File: src/rtl/systolic_output_deskew_if.sv
// Row bus of the output deskew block: skewed column input, aligned row output and FIFO status.
interface systolic_output_deskew_if #(
    parameter int unsigned WIDTH = 16,
    parameter int unsigned N_COL = 4,
    parameter int unsigned DEPTH = 8
) ();
    localparam int unsigned AW = $clog2(DEPTH);

    logic                   IN_VALID;
    logic [N_COL*WIDTH-1:0] IN_DATA;
    logic                   OUT_VALID;
    logic                   OUT_READY;
    logic [N_COL*WIDTH-1:0] OUT_DATA;
    logic                   ALMOST_FULL;
    logic [AW:0]            LEVEL;
    logic                   OVERFLOW;

    // Environment side: drives the skewed columns and the downstream ready
    modport master (
        output IN_VALID, IN_DATA, OUT_READY,
        input  OUT_VALID, OUT_DATA, ALMOST_FULL, LEVEL, OVERFLOW
    );

    // Deskew block side
    modport slave (
        input  IN_VALID, IN_DATA, OUT_READY,
        output OUT_VALID, OUT_DATA, ALMOST_FULL, LEVEL, OVERFLOW
    );
endinterface

File: src/rtl/systolic_output_deskew.sv
// Realigns staircase column results of the systolic array and queues whole rows
// for a valid/ready consumer.
module systolic_output_deskew #(
    parameter int unsigned WIDTH = 16,
    parameter int unsigned N_COL = 4,
    parameter int unsigned DEPTH = 8
) (
    input  logic                     CLK,
    input  logic                     RST,
    systolic_output_deskew_if.slave  bus
);
    localparam int unsigned AW = $clog2(DEPTH);
    localparam int unsigned PW = AW + 1;
    localparam int unsigned RW = N_COL * WIDTH;
    localparam int unsigned PD = N_COL - 1;

    logic          push_c;        // aligned row present this cycle
    logic [RW-1:0] row_c;         // aligned row
    logic [31:0]   inflight_nxt;  // rows in the valid pipeline after this edge

    // Valid pipeline: a row is complete once its IN_VALID reaches the end
    if (PD == 0) begin : g_nopipe
        assign push_c       = bus.IN_VALID;
        assign inflight_nxt = 32'd0;
    end else begin : g_pipe
        logic [PD-1:0] vld_q;

        // Shift IN_VALID towards the write point
        always_ff @(posedge CLK or posedge RST) begin
            if (RST) vld_q <= '0;
            else     vld_q <= PD'({vld_q, bus.IN_VALID});
        end

        assign push_c       = vld_q[PD-1];
        // Entering row counted, row leaving to the FIFO not counted
        assign inflight_nxt = 32'($countones(vld_q)) + 32'(bus.IN_VALID) - 32'(vld_q[PD-1]);
    end

    // Per-column delay lines: column c waits N_COL-1-c cycles for the last column
    for (genvar c = 0; c < N_COL; c++) begin : g_col
        localparam int unsigned D   = N_COL - 1 - c;
        localparam int unsigned SRW = (D == 0) ? 1 : D * WIDTH;

        if (D == 0) begin : g_direct
            assign row_c[c*WIDTH +: WIDTH] = bus.IN_DATA[c*WIDTH +: WIDTH];
        end else begin : g_dly
            logic [SRW-1:0] sr_q;

            // Shift column data; oldest sample sits in the top slice
            always_ff @(posedge CLK or posedge RST) begin
                if (RST) sr_q <= '0;
                else     sr_q <= SRW'({sr_q, bus.IN_DATA[c*WIDTH +: WIDTH]});
            end

            assign row_c[c*WIDTH +: WIDTH] = sr_q[(D-1)*WIDTH +: WIDTH];
        end
    end

    logic [RW-1:0] mem [DEPTH];
    logic [PW-1:0] wr_q, rd_q, level_q;
    logic [PW-1:0] wr_nxt, rd_nxt, level_nxt;
    logic          out_valid_q, af_q, ovf_q;
    logic [RW-1:0] out_data_q;
    logic          out_valid_nxt, af_nxt, ovf_nxt;
    logic [RW-1:0] out_data_nxt;
    logic          pop_c, full_c, push_ok_c;

    // FIFO next state: pop frees a slot before the push is judged
    always_comb begin
        pop_c         = out_valid_q && bus.OUT_READY;
        full_c        = (wr_q ^ rd_q) == PW'(DEPTH);
        push_ok_c     = push_c && (!full_c || pop_c);
        wr_nxt        = wr_q + PW'(push_ok_c);
        rd_nxt        = rd_q + PW'(pop_c);
        level_nxt     = level_q + PW'(push_ok_c) - PW'(pop_c);
        ovf_nxt       = ovf_q || (push_c && full_c && !pop_c);
        out_valid_nxt = wr_nxt != rd_nxt;
        out_data_nxt  = out_data_q;
        if (out_valid_nxt) begin
            // New head is the row being written now when everything older is gone
            if (push_ok_c && (rd_nxt == wr_q)) out_data_nxt = row_c;
            else                               out_data_nxt = mem[rd_nxt[AW-1:0]];
        end
        af_nxt        = (32'(level_nxt) + inflight_nxt) >= 32'(DEPTH - 1);
    end

    // Row storage, no reset needed: contents only observed behind the pointers
    always_ff @(posedge CLK) begin
        if (push_ok_c) mem[wr_q[AW-1:0]] <= row_c;
    end

    // Pointers, level, status and registered head row
    always_ff @(posedge CLK or posedge RST) begin
        if (RST) begin
            wr_q        <= '0;
            rd_q        <= '0;
            level_q     <= '0;
            out_valid_q <= 1'b0;
            out_data_q  <= '0;
            af_q        <= 1'b0;
            ovf_q       <= 1'b0;
        end else begin
            wr_q        <= wr_nxt;
            rd_q        <= rd_nxt;
            level_q     <= level_nxt;
            out_valid_q <= out_valid_nxt;
            out_data_q  <= out_data_nxt;
            af_q        <= af_nxt;
            ovf_q       <= ovf_nxt;
        end
    end

    assign bus.OUT_VALID   = out_valid_q;
    assign bus.OUT_DATA    = out_data_q;
    assign bus.ALMOST_FULL = af_q;
    assign bus.LEVEL       = level_q;
    assign bus.OVERFLOW    = ovf_q;
endmodule

File: src/flat_wrapper.sv
// flat-port wrapper written by rule: the top's interface ports become plain ports
module systolic_output_deskew_flat 
#(
    parameter int unsigned WIDTH = 16,
    parameter int unsigned N_COL = 4,
    parameter int unsigned DEPTH = 8
)
  (CLK, RST, bus_IN_VALID, bus_IN_DATA, bus_OUT_READY, bus_OUT_VALID, bus_OUT_DATA, bus_ALMOST_FULL, bus_LEVEL, bus_OVERFLOW);
  systolic_output_deskew_if #(.WIDTH(WIDTH), .N_COL(N_COL), .DEPTH(DEPTH)) bus_i ();
  input  logic CLK;
  input  logic RST;
  input wire logic [$bits(bus_i.IN_VALID)-1:0] bus_IN_VALID;
  input wire logic [$bits(bus_i.IN_DATA)-1:0] bus_IN_DATA;
  input wire logic [$bits(bus_i.OUT_READY)-1:0] bus_OUT_READY;
  output wire logic [$bits(bus_i.OUT_VALID)-1:0] bus_OUT_VALID;
  output wire logic [$bits(bus_i.OUT_DATA)-1:0] bus_OUT_DATA;
  output wire logic [$bits(bus_i.ALMOST_FULL)-1:0] bus_ALMOST_FULL;
  output wire logic [$bits(bus_i.LEVEL)-1:0] bus_LEVEL;
  output wire logic [$bits(bus_i.OVERFLOW)-1:0] bus_OVERFLOW;
  assign bus_i.IN_VALID = bus_IN_VALID;
  assign bus_i.IN_DATA = bus_IN_DATA;
  assign bus_i.OUT_READY = bus_OUT_READY;
  assign bus_OUT_VALID = bus_i.OUT_VALID;
  assign bus_OUT_DATA = bus_i.OUT_DATA;
  assign bus_ALMOST_FULL = bus_i.ALMOST_FULL;
  assign bus_LEVEL = bus_i.LEVEL;
  assign bus_OVERFLOW = bus_i.OVERFLOW;
  systolic_output_deskew #(.WIDTH(WIDTH), .N_COL(N_COL), .DEPTH(DEPTH)) u_core (.CLK(CLK), .RST(RST), .bus(bus_i));
endmodule
File: config.mk
export PLATFORM = sky130hd
export DESIGN_NAME = systolic_output_deskew_flat
export DESIGN_NICKNAME = d
export VERILOG_FILES = /design/src/rtl/systolic_output_deskew_if.sv /design/src/rtl/systolic_output_deskew.sv /design/src/flat_wrapper.sv
export SDC_FILE = /design/constraint.sdc
export NUM_CORES = 1
export LEC_CHECK = 0
export CAP_MARGIN = 20
export CORE_ASPECT_RATIO = 1.2
export CORE_MARGIN = 2
export CORE_UTILIZATION = 59
export DETAILED_ROUTE_END_ITERATION = 8
export PLACE_DENSITY = 0.86
export SYNTH_ARGS = -nofsm -noshare
export SYNTH_HDL_FRONTEND = slang
export SYNTH_SLANG_ARGS = --single-unit
export TNS_END_PERCENT = 20
File: constraint.sdc
create_clock -name CLK -period 9.6 [get_ports CLK]
set_input_delay 2.88 -clock CLK [delete_from_list [all_inputs] [get_ports CLK]]
set_output_delay 2.88 -clock CLK [all_outputs]
set_load 0.02 [all_outputs]
==> impl_results.md <==
* Status: completed
* Final slew viol count at 0
* Comb power frac at 39.7%
* Sw frac at a little under a third
* Die height at 234 um
* Cells after DPL at roughly 1900
* Final setup TNS at 0 ps
* Largest net degree at the start of global routing at between 100 and 150
* Synth cell types at 40
* Synth area leaders: edfxtp_1, dfrtp_1, mux4_2
* Min-delay src: u_core.g_col[1].g_dly.sr_q[15]$_DFF_PP0_
* Initial Utilization at 59.7%
* Post_cts resized at 0
* Vias at ~12000
* Syn. warnings at 0
* Syn nets at 1351
* DP Area at 28100 um^2
* Sequential area share after synthesis at between 70% and 80%
* Nets@finish at ~1500
* Row cnt at 84
* Setup violators final at 0
* Top-area cell type share of the netlist area at about three fifths
* DIE WIDTH at about 200 um
* Largest area contributor in the netlist: edfxtp_1
* CTS sink cnt at 690
* Clock Skews at 25.1 ps
* Max-Cap Viols at 0
* Routed wire length at a little over 50000 um
* Synth Instances at between 1000 and 1500
* CP startpoint: bus_OUT_READY
* Post-synthesis cell area at about 26000 um^2
* Final antenna diode count at 0
* RR Startpoint: u_core.wr_q[2]$_DFF_PP0_
* I/O pin count at ~140
* Pleak at about 11 nW
* Aggregate global-route resource usage at 22.7%
* DRC violations left at 0
* Hold Vio Cnt, Final at 0
* Finished Cell Area at 30200 um^2
* Hold WC Path Type: reg2reg
* Filler Cells Inserted at between 2000 and 3000
* Wire per inst at roughly 25 um
* CTS tree: yes
* Pre-Repair DR Iteration Count at 5
* First DRT Iteration DRCs at between 1000 and 1500
* CTS root buf: clkbuf_16
* Most common cell on crit path: ha_1
* H-tree depth at 2
* Vias in the first global route at 13049
* Crit share post-route at 73.4%
* Arr. time, crit path at 7520 ps
* Worst ir drop on vdd at approximately 280 uV
* Commonest non-fill, non-tap cell in the layout: edfxtp_1
* Dpl ws at around 2000 ps
* Initial antenna violation count at 0
* Worst-path clk slew at 60 ps
* Post-route insts no fill at just over 2000
* Hpwl dp at ~26000 um
* I/O Buffers at roughly 140
* CTS Buf Count at 60
* Gr ovfl total at 0
* Post-detailed-route count of antenna-violating nets at 0
* CP max stage delay at approximately 640 ps
* Startpoint Class: input port
* Worst path required time at between 10000 and 15000 ps
* Yosys reg bits at slightly below 700
* CP Max Fanout at 5
* Critical path class: in2reg
* Cell Pwr Density at between 300 and 400 nW/um^2
* Worst-Margin Slew at 1140 ps
* Hold Buf Count CTS at 0
* Net switching power at 0.00343 W
* Postcts setup bufs at 0
* First-pass GRT wire length at 77800 um
* Skew-Pair Late Insertion Delay at 610 ps
* Share of layout cells above drive strength 1 at around a quarter
* Cells along the critical path: clkdlybuf4s50_1 -> and2_1 -> nand2b_1 -> o21ai_0 -> inv_1 -> ha_1 -> fa_1 -> inv_1 -> ha_1 -> inv_1 -> ha_1 -> ha_1 -> a21o_1 -> a21oi_1 -> o21bai_1 -> a21oi_1 -> ha_1 -> nand4b_1 -> a211o_1
* CP max stage cell: o21ai_0
* Critical Path Sink Type: flip-flop
* Slew margin rel. at between 20% and 30%
* Int Pwr at between 0.007 and 0.008 W
* Area Growth Syn to Fin at 15.6%
* Die area at approximately 46000 um^2
* Buffer depth of the longest clock path at 3
* Most frequent cells in the layout: edfxtp_1, dfrtp_1, clkdlybuf4s50_1, mux4_2, mux2_2
* Core box area at 43700 um^2
* Tmin final at a little over 7000 ps
* Slack of the critical path at approximately 2600 ps
* Clock power share at 22.8%
* Routability cong. at 0.788
* Mean post-synth cell area at roughly 21 um^2
* Sequential group share of total power at a little under two fifths
* Via/cell ratio at ~6.0
* RSZ-0062 raised after global routing: no
* Fmax at between 0.1 and 0.15 GHz
* Hold WS at roughly 350 ps
-- cells in the mapped netlist (all sizes together) --
cell	count
nand2b	1
or4	1
o2111ai	1
nor3b	2
mux2i	61
clkbuf	18
nor2	90
a21oi	4
o21ai	2
ha	22
xor3	2
nand3	3
edfxtp	512
a21o	4
xnor2	13
dfrtp	178
and2	1
inv	53
mux2	103
nand4b	1
nor4	1
fa	2
mux4	128
nor4b	2
o211ai	1
nand3b	1
buf	37
nor3	3
nand2	2
a211o	1
o21bai	1
xor2	8
-- worst max-delay path: cells and delay by family --
kind	cells	cell delay (ps)
compound gates	6	1620
simple gates	3	550
fa+ha+maj	6	1760
buf+inv	4	680
-- cell type report --
cell class | count | area [um^2] | share of cell area (%)
clock buffer | 84 | 1680 | 5.58
clock inverter | 29 | 335 | 1.11
inverter | 53 | 209 | 0.693
multi-input combinational | 461 | 5870 | 19.4
sequential | 690 | 19800 | 65.7
tap | 559 | 699 | 2.32
timing repair buffer | 158 | 1540 | 5.12
-- worst paths after layout --
path / slack [ps] / cells past startpoint / end
min: 350 / 0 / u_core.g_col[1].g_dly.sr_q[31]$_DFF_PP0_
max reg2reg: 4600 / 18 / u_core.bus.ALMOST_FULL$_DFF_PP0_
min in group asynchronous: 2850 / 2 / u_core.g_col[1].g_dly.sr_q[1]$_DFF_PP0_
min reg2reg: 350 / 0 / u_core.g_col[1].g_dly.sr_q[31]$_DFF_PP0_
max: 2550 / 19 / u_core.bus.ALMOST_FULL$_DFF_PP0_
max in group asynchronous: 5330 / 3 / u_core.g_col[1].g_dly.sr_q[18]$_DFF_PP0_
-- per-stage QoR --
step	total power (W)	utilization, %
after global placement	0.00815	64.4
after global routing	0.0113	69.0
after CTS	0.0108	69.0
after floorplan	0.00717	-
final	0.0107	69.0
after detailed placement	0.00833	64.4
-- power groups by stage --
stage | combinational, W | clock, W | sequential [W]
6_report | 0.00426 | 0.00245 | 0.00403
2_1_floorplan | 0.00293 | 0 | 0.00423
3_3_place_gp | 0.00410 | 0 | 0.00405
5_1_grt | 0.00462 | 0.00259 | 0.00408
3_5_place_dp | 0.00425 | 0 | 0.00408
4_1_cts | 0.00433 | 0.00248 | 0.00404
-- registers in the layout, indices dropped and copies added, names as in the netlist --
signal,cells
u_core.rd_q,4
u_core.bus.OUT_DATA,64
u_core.bus.ALMOST_FULL,1
u_core.bus.OVERFLOW,1
u_core.bus.LEVEL,4
u_core.g_col.g_dly.sr_q,96
u_core.bus.OUT_VALID,1
u_core.g_pipe.vld_q,3
u_core.mem,512
u_core.wr_q,4
-- routing by layer --
metal / global-route usage, % / routed length, um / share of wire (%) / vias up
li1: - / - / - / 5207
met1: 31.6 / 20300 / 40 / 6471
met2: 38.5 / 25800 / 51 / 485
met3: 3.03 / 2970 / 5.9 / 94
met4: 6.87 / 1220 / 2.4 / 0
met5: 0 / 0 / 0 / -
-- kinds of logic after synthesis --
| family | after synthesis | share of synthesized area [%] |
|---|---|---|
| compound gates | 14 | 0.422 |
| simple gates | 108 | 1.75 |
| flops | 690 | 76.0 |
| fa+ha+maj | 24 | 1.21 |
| xor+xnor | 23 | 0.945 |
| mux | 292 | 17.8 |
| buf+inv | 108 | 1.83 |
(Power assumes the default switching activity.)
